**config.mk**
```make
export PLATFORM = sky130hd
export DESIGN_NAME = multicycle_control_fsm
export DESIGN_NICKNAME = d
export VERILOG_FILES = /design/src/rtl/multicycle_control_fsm.sv
export SDC_FILE = /design/constraint.sdc
export NUM_CORES = 1
export LEC_CHECK = 0
export ABC_AREA = 1
export CAP_MARGIN = 0
export CORE_AREA = 2 2 39 41
export CTS_CLUSTER_SIZE = 10
export DETAILED_ROUTE_END_ITERATION = 10
export DIE_AREA = 0 0 41 43
export PLACE_DENSITY = 0.66
export SYNTH_ARGS = -nofsm -noshare
export SYNTH_HDL_FRONTEND = slang
export SYNTH_SLANG_ARGS = --single-unit
```
**constraint.sdc**
```tcl
create_clock -name CLK -period 1.7 [get_ports CLK]
set_input_delay 0.34 -clock CLK [delete_from_list [all_inputs] [get_ports CLK]]
set_output_delay 0.34 -clock CLK [all_outputs]
set_load 0.02 [all_outputs]
```
**src/rtl/multicycle_control_fsm.sv**
```systemverilog
// Multi-cycle CPU sequencing controller: steps each instruction through
// IF/ID/EXE/MEM/WB and decodes datapath enables from state, opcode and ALU flags.
module multicycle_control_fsm #(
    parameter int              OP_W    = 6,
    parameter logic [OP_W-1:0] HALT_OP = 6'b111111
) (
    input  logic            CLK,
    input  logic            Reset,
    input  logic [OP_W-1:0] opcode,
    input  logic            zero,
    input  logic            sign,
    output logic            IRWre,
    output logic            PCWre,
    output logic [1:0]      PCSrc,
    output logic            RegWre,
    output logic            mRD,
    output logic            mWR,
    output logic [2:0]      state,
    output logic            halted
);

    typedef enum logic [2:0] {
        S_IF   = 3'b000,
        S_ID   = 3'b001,
        S_EXE  = 3'b010,
        S_MEM  = 3'b011,
        S_WB   = 3'b100,
        S_HALT = 3'b111
    } state_t;

    localparam logic [OP_W-1:0] OP_ALU_MAX = OP_W'(6'b010111);
    localparam logic [OP_W-1:0] OP_BEQ     = OP_W'(6'b110000);
    localparam logic [OP_W-1:0] OP_BNE     = OP_W'(6'b110001);
    localparam logic [OP_W-1:0] OP_BLTZ    = OP_W'(6'b110010);
    localparam logic [OP_W-1:0] OP_J       = OP_W'(6'b111000);
    localparam logic [OP_W-1:0] OP_JR      = OP_W'(6'b111001);
    localparam logic [OP_W-1:0] OP_JAL     = OP_W'(6'b111010);
    localparam logic [OP_W-1:0] OP_SW      = OP_W'(6'b100110);
    localparam logic [OP_W-1:0] OP_LW      = OP_W'(6'b100111);

    state_t state_q, state_d;

    logic is_alu, is_beq, is_bne, is_bltz, is_branch;
    logic is_j, is_jr, is_jal, is_sw, is_lw, is_mem, is_halt;
    logic taken;
    logic irw, pcw, rw, rd, wr;
    logic [1:0] pcs;

    always_ff @(posedge CLK or posedge Reset) begin
        if (Reset) state_q <= S_IF;
        else       state_q <= state_d;
    end

    always_comb begin
        is_halt   = (opcode == HALT_OP);
        is_alu    = (opcode <= OP_ALU_MAX);
        is_beq    = (opcode == OP_BEQ);
        is_bne    = (opcode == OP_BNE);
        is_bltz   = (opcode == OP_BLTZ);
        is_branch = is_beq | is_bne | is_bltz;
        is_j      = (opcode == OP_J);
        is_jr     = (opcode == OP_JR);
        is_jal    = (opcode == OP_JAL);
        is_sw     = (opcode == OP_SW);
        is_lw     = (opcode == OP_LW);
        is_mem    = is_sw | is_lw;
        taken     = (is_beq & zero) | (is_bne & ~zero) | (is_bltz & sign);
    end

    always_comb begin
        state_d = state_q;
        irw     = 1'b0;
        pcw     = 1'b0;
        pcs     = 2'b00;
        rw      = 1'b0;
        rd      = 1'b0;
        wr      = 1'b0;
        case (state_q)
            S_IF: begin
                irw     = 1'b1;
                state_d = S_ID;
            end
            S_ID: begin
                if (is_halt) begin
                    state_d = S_HALT;
                end else if (is_alu | is_branch | is_mem) begin
                    state_d = S_EXE;
                end else begin
                    // Jumps and NOPs retire here; jal links into $31 in the same cycle.
                    pcw     = 1'b1;
                    state_d = S_IF;
                    if (is_j | is_jal) pcs = 2'b10;
                    else if (is_jr)    pcs = 2'b11;
                    rw      = is_jal;
                end
            end
            S_EXE: begin
                if (is_branch) begin
                    pcw     = 1'b1;
                    pcs     = taken ? 2'b01 : 2'b00;
                    state_d = S_IF;
                end else if (is_mem) begin
                    state_d = S_MEM;
                end else begin
                    state_d = S_WB;
                end
            end
            S_MEM: begin
                if (is_sw) begin
                    wr      = 1'b1;
                    pcw     = 1'b1;
                    state_d = S_IF;
                end else begin
                    rd      = 1'b1;
                    state_d = S_WB;
                end
            end
            S_WB: begin
                rw      = 1'b1;
                pcw     = 1'b1;
                rd      = is_lw;
                state_d = S_IF;
            end
            S_HALT: state_d = S_HALT;
            default: state_d = S_IF;
        endcase
    end

    // Enables are forced low while Reset is held, even though state already reads IF.
    assign IRWre  = irw & ~Reset;
    assign PCWre  = pcw & ~Reset;
    assign PCSrc  = Reset ? 2'b00 : pcs;
    assign RegWre = rw & ~Reset;
    assign mRD    = rd & ~Reset;
    assign mWR    = wr & ~Reset;
    assign state  = state_q;
    assign halted = (state_q == S_HALT);

endmodule

```
==> metrics.md, run 1 <==
| Metric | Value |
|---|---|
| DRT iter0 DRCs | `4` |
| Sequential element share of the synthesized area | `17.54%` |
| Cell variety after synth | `20` |
| Flops & latches, synth | `3` |
| Worst skew pair latency | `0.23 ns` |
| Period utilization | `99.75%` |
| Root Driver | `clkbuf_4` |
| Core Rows | `14` |
| Status | `finished, final reports clean` |
| Final WS setup | `0.004321 ns` |
| Yosys warns | `0` |
| Synth Net Count | `84` |
| Worst-margin pin slew | `0.2217 ns` |
| Pwr Density | `1032 mW/mm^2` |
| RSZ-0062 raised after global routing | `yes` |
| Critical Path AT | `1.36 ns` |
| CP required | `1.36 ns` |
| # setup viols final | `0` |
| Mapped Avg Cell Area | `5.783 sq um` |
| Fillers | `152` |
| Internal power | `466.6 uW` |
| ANT cells | `0` |
| Top cell type by total area after synthesis | `dfrtp_1` |
| Top cell type's share of synthesized area | `17.54%` |
| Largest net degree at the start of global routing | `7` |
| Reg2Reg Depth | `7` |
| Setup TNS | `0 ns` |
| Combinational share of power | `67.9%` |
| Total gr overflow | `0` |
| H-tree depth | `1` |
| Layout cells sized above 1 | `51.72%` |
| Reg2Reg Launch Point | `state[0]` |
| Final hold violations | `0` |
| Buffers added on ports | `20` |
| Slowest-stage cell, CP | `dfrtp_1` |
| P&R area growth vs syn | `91.81%` |
| CTS sink count | `3` |
| Sequential cell area | `77.57 sq um` |
| Sequential share of power | `17.9%` |
| Post-DP HPWL | `1.050 mm` |
| Die area | `0.001763 sq mm` |
| Crit-path max FO | `6` |
| Clock share of power | `14.1%` |
| Area of the multi-input gates | `324.1 sq um` |
| Vias in the first global route | `535` |
| Nets | `127` |
| CTS tree | `yes` |
| DP Worst Slack | `-0.7450 ns` |
| Initial Util | `30.92%` |
| Clock Skews | `0.002536 ns` |
| Initial antenna violation count | `0` |
| Delay-heaviest family, CP | `flip-flops` |
| Drt drc | `0` |
| Max-slew headroom | `85.19%` |
| R2r setup slk | `0.41 ns` |
| Commonest non-fill, non-tap cell in the layout | `buf_4` |
| Max cap viols | `0` |
| Achievable Freq | `589.7 MHz` |
| Final ANT Viol Nets | `0` |
| Largest register FFs | `3` |
| Ordered list of cells on the worst path | `inv_2 > nand3_2 > nor2_4 > o211ai_1 > a21oi_1 > buf_4` |
| P_leak | `0.0004343 uW` |
| Kind of critical path | `reg -> out` |
| Setup crit start | `state[2]` |
| TritonCTS Buffers | `3` |
| Via count | `618` |
| Most frequent cells in the layout | `buf_4 (20), nor2_1 (8), inv_1 (8)` |
| Die W | `41 microns` |
| Io pins | `21` |
| Per-cell routed wire length | `9.364 microns` |
| All-Layer GR Usage | `16.53%` |
| Core area | `0.001384 sq mm` |
| CP startpoint kind | `register` |
| Setup crit end kind | `output port` |
| Crit path time final | `1.696 ns` |
| Routability cong. | `0.7977` |
| Ranking of synthesized cells by area | `dfrtp_1 (18%), nor2_1 (9.6%), nand3_2 (9.4%), a21oi_1 (8.2%), nand3_1 (8.2%)` |
| Cell count along the critical path | `6` |
| Die Ht | `43 microns` |
| Worst-path clk slew | `0.03 ns` |
| Min-Delay Path Class | `in -> async` |
| Sw Pwr | `380.5 uW` |
| Cells after Synth | `74` |
| Final Slew Violations | `0` |
| Deepest clock path buffer count | `2` |
| Peak VDD IR | `455.5 uV` |
| Switching Fraction | `44.92%` |
| First-pass GRT wire length | `2.083 mm` |
| Mapped Area | `427.9 sq um` |
| Max incr delay on CP | `0.37 ns` |
| Pre-Repair DR Iteration Count | `2` |
| Vias per Instance | `4.682` |
| CP Buf/Inv Count | `2` |
| Drt total wl | `1.236 mm` |
## through the flow
| stage | total power [uW] | hold slack [ns] | util [%] | cells | area [sq um] |
|---|---|---|---|---|---|
| final | 847.1 | 0.3039 | 59.31 | 132 | 820.8 |
| after global placement | 709.5 | 0.6145 | 55.52 | 126 | 768.2 |
| after CTS | 815.9 | 0.2982 | 58.14 | 131 | 804.5 |
| after floorplan | 416.8 | 0.08480 | - | 74 | 427.9 |
| after global routing | 919.8 | 0.3187 | 59.31 | 132 | 820.8 |
| after detailed placement | 716.1 | 0.6319 | 55.52 | 126 | 768.2 |
## power groups by stage
stage	logic, uW	clock network [uW]	registers (uW)
final	576	120	152
after floorplan	234	0	183
after CTS	551	125	140
after detailed placement	575	0	141
after global placement	571	0	138
after global routing	630	133	156
## worst paths after layout
check,to
worst max-delay path,PCSrc[0]
worst min-delay path,state[0]
worst max register to register,state[0]
worst min register to register,state[0]
max in group asynchronous,state[1]
min in group CLK,state[0]
## cells in the mapped netlist
cell / number
nand2_2: 1
and3_1: 1
inv_1: 9
nor2_4: 1
o211ai_1: 3
nand2_1: 9
nor2_1: 11
nand4_1: 1
nand3_2: 4
o21ai_1: 1
nand3_1: 7
o21ai_0: 1
dfrtp_1: 3
clkinv_2: 1
nor3_1: 4
inv_2: 6
a21oi_1: 7
nor3b_1: 1
clkinv_1: 1
nor2_2: 2
## tightest hold or removal path: stages
cell           delay [ns]
dlygate4sd2_1        0.30
inv_2                0.09
buf_4                0.12
## per-layer routing
layer / wire length, microns / GRT usage [%] / part of all wire (%) / vias up
li1: - / - / - / 327
met1: 521 / 21.73 / 42 / 270
met2: 616 / 25.94 / 50 / 19
met3: 76 / 3.141 / 6.1 / 2
met4: 22 / 5.333 / 1.8 / 0
met5: 0 / 0 / 0 / -
## cells by family after synthesis
kind of cell | after synthesis | share of synthesized area [%]
compound gates | 12 | 15.79
buf+inv | 17 | 15.20
flops | 3 | 17.54
simple gates | 42 | 51.46
## area by class of cell
cell class                 instances  area share (%)
multi-input combinational         54           39.48
timing repair buffer              38           37.50
sequential                         3           9.451
inverter                          17           7.927
clock buffer                       4           3.201
tap                               16           2.439
## timing repair
item / in CTS / in global routing
endpoints found under the setup margin: 9 / 8
setup buffers: 1 / 1
gates cloned: 0 / 0
pin swaps: 6 / 5
resized for setup: 51 / 20
hold buffers: 0 / 0
Power figures use the tool's default switching activity.
==> inputs of run 2 (changes only) <==
- MAX_ROUTING_LAYER: default -> met4
- PLACE_DENSITY: 0.66 -> default
- PLACE_DENSITY_LB_ADDON: default -> 0.1
- clock period: 1.7 -> 1.89 ns (I/O delays scaled with it)
==> run 2 against run 1 <==
Count of clock-buffer cells in the layout stayed put. Worst hold slack better by 0.28 ns. Core utilization decreased by 3.6 points. Power fell by 13%. Flip-flop and latch count stayed put. Non-clock buffer count shrank 3. Final area fell by 6.1%.
==> metrics.md, run 2 (same netlist as run 1, synthesis figures left out) <==
| Metric | Value |
|---|---|
| Status | `finished, final reports clean` |
| Final hold violations | `0 (unchanged)` |
| Fillers | `143 (-5.9%)` |
| Deepest clock path buffer count | `2 (unchanged)` |
| Crit path time final | `1.818 ns` |
| Via count | `609 (-1.5%)` |
| Sequential share of power | `17.4% (-0.5 points)` |
| Pre-Repair DR Iteration Count | `4 (+2)` |
| Buffers added on ports | `20 (unchanged)` |
| Max incr delay on CP | `0.52 ns (+0.15 ns)` |
| Vias per Instance | `4.721 (+0.84%)` |
| ANT cells | `0 (unchanged)` |
| Layout Utilization | `55.70% (-3.6 points)` |
| Internal power | `409.4 uW (-12%)` |
| Worst-path clk slew | `0.04 ns (about the same)` |
| All-Layer GR Usage | `15.30% (-1.2 points)` |
| TritonCTS Buffers | `3 (unchanged)` |
| Initial Util | `30.92% (unchanged)` |
| Switching Fraction | `44.59% (-0.33 points)` |
| P&R area growth vs syn | `80.12%` |
| Root Driver | `clkbuf_4` |
| Commonest non-fill, non-tap cell in the layout | `buf_4` |
| CP startpoint kind | `primary input` |
| Max cap viols | `0 (unchanged)` |
| Hold WS | `0.5842 ns (+0.2804 ns)` |
| Period utilization | `96.20%` |
| Setup crit end kind | `output port` |
| Final WS setup | `0.07180 ns (+0.06748 ns)` |
| Core area | `0.001384 sq mm (unchanged)` |
| DP Worst Slack | `-0.6401 ns (+0.1050 ns)` |
| # setup viols final | `0 (unchanged)` |
| Pwr Density | `958.7 mW/mm^2 (-7.1%)` |
| Largest net degree at the start of global routing | `7 (unchanged)` |
| Placed instance area | `760.7 sq um (-0.98%)` |
| Min-Delay Path Class | `in -> async` |
| Critical Path AT | `1.44 ns (+0.08 ns)` |
| Final Slew Violations | `0 (unchanged)` |
| Initial antenna violation count | `0 (unchanged)` |
| Clock share of power | `14.9% (+0.8 points)` |
| # hold bufs at CTS | `0 (unchanged)` |
| Total gr overflow | `0 (unchanged)` |
| Io pins | `21 (unchanged)` |
| Nets | `124 (-2.4%)` |
| DRT iter0 DRCs | `2 (-2)` |
| Most frequent cells in the layout | `buf_4 (16), nor2_1 (10), inv_1 (9)` |
| Die Ht | `43 microns (unchanged)` |
| Max-slew headroom | `84.21% (-0.98 points)` |
| Die W | `41 microns (unchanged)` |
| Peak VDD IR | `384.9 uV (-15%)` |
| Kind of critical path | `in -> out` |
| Clock Skews | `0.0001530 ns (-0.002383 ns)` |
| P_leak | `0.0004058 uW (-6.6%)` |
| Final ANT Viol Nets | `0 (unchanged)` |
| CTS tree | `yes` |
| Drt drc | `0 (unchanged)` |
| Achievable Freq | `550.0 MHz` |
| CTS sink count | `3 (unchanged)` |
| Crit-path max FO | `6 (unchanged)` |
| Layout cells sized above 1 | `39.82% (-12 points)` |
| Combinational share of power | `67.7% (-0.2 points)` |
| Die area | `0.001763 sq mm (unchanged)` |
| Vias in the first global route | `513 (-4.1%)` |
| Slowest-stage cell, CP | `clkdlybuf4s50_1` |
| Total power | `738.9 uW (-13%)` |
| Design Area, Final | `770.7 sq um (-6.1%)` |
| CP required | `1.51 ns (+0.15 ns)` |
| Delay-heaviest family, CP | `buffers and inverters` |
| Post-DP HPWL | `1.002 mm (-4.6%)` |
| Sw Pwr | `329.5 uW (-13%)` |
| Ordered list of cells on the worst path | `clkdlybuf4s50_1 > nor3_1 > dlygate4sd1_1` |
| Drt total wl | `1.110 mm (-10%)` |
| Post-CTS setup buffers | `0 (-1)` |
| Per-cell routed wire length | `8.605 microns (-8.1%)` |
| Largest register FFs | `3 (unchanged)` |
| Worst skew pair latency | `0.23 ns (about the same)` |
| Worst-margin pin slew | `0.2361 ns (+0.01436 ns)` |
| First-pass GRT wire length | `1.835 mm (-12%)` |
| H-tree depth | `1 (unchanged)` |
| RSZ-0062 raised after global routing | `yes` |
| Core Rows | `14 (unchanged)` |
| Routability cong. | `0.7490 (-6.1%)` |
| CP Buf/Inv Count | `2 (unchanged)` |
[run 2: changes by cell type in the layout (fill, tap and decap cells not counted), moves of 2 or more]
cell and delta:
buf_2 -2, clkdlybuf4s50_1 +4, buf_4 -4, nor2_2 -2, dfrtp_2 -2, nor2_1 +2
clkbuf_2 +2, dfrtp_1 +2, dlygate4sd2_1 +3, clkdlybuf4s15_2 -3, dlymetal6s2s_1 -2
[run 2: cell type report]
| cell class | count | area (sq um) | area share, % |
|---|---|---|---|
| inverter | 17 | 65.06 | 8.442 |
| clock buffer | 4 | 26.28 | 3.409 |
| multi-input combinational | 54 | 311.5 | 40.42 |
| sequential | 3 | 75.07 | 9.740 |
| timing repair buffer | 35 | 272.8 | 35.39 |
| tap | 16 | 20.02 | 2.597 |
[run 2: final timing paths]
check / from / end / slack [ns] / depth (start not counted)
min in group CLK: state[2] / state[0] / 0.62 / 3
min: Reset / state[1] / 0.58 / 3
max reg2reg: state[0] / state[0] / 0.60 / 7
max in group asynchronous: Reset / state[0] / 1.21 / 3
min reg2reg: state[2] / state[0] / 0.62 / 3
max: Reset / PCSrc[1] / 0.07 / 3
[run 2: layer usage]
metal	wire, microns	vias up	global-route usage, %	share of wire, %
met3	29	0	0	2.6
met2	631	10	25.94	57
met1	448	277	17.25	40
li1	-	322	-	-
met4	0	0	8.000	0
met5	0	-	-	0
[run 2: worst register-to-register path, cell delays in order, from the launching register on]
cell     delay (ns)
dfrtp_1        0.41
buf_4          0.15
nand3_2        0.08
inv_2          0.06
buf_4          0.13
nand3_1        0.07
nor3b_1        0.20
nand2_1        0.07
[run 2: per-stage QoR]
stage | std cells | TNS, ns
finish | 129 | 0
global route | 129 | -0.008034
CTS | 129 | 0
detailed placement | 125 | -3.533
global placement | 125 | -3.490
floorplan | 74 | 0
[run 2: power by group through the flow]
stage	Combinational [uW]	Clock, uW	Sequential, uW
finish	500	110	128
global route	545	119	134
CTS	505	115	126
detailed placement	522	0	126
global placement	522	0	125
floorplan	211	0	164
[run 2: repair_timing]
action                     4_1_cts  5_1_grt
pin swaps                        4        4
setup endpoints to repair        8        6
gates resized for setup         28       14
==> inputs of run 3 (changes only) <==
- CTS_CLUSTER_DIAMETER: default -> 120
==> results of run 3 <==
Final layout, timing and power as in run 2 (identical DEF).
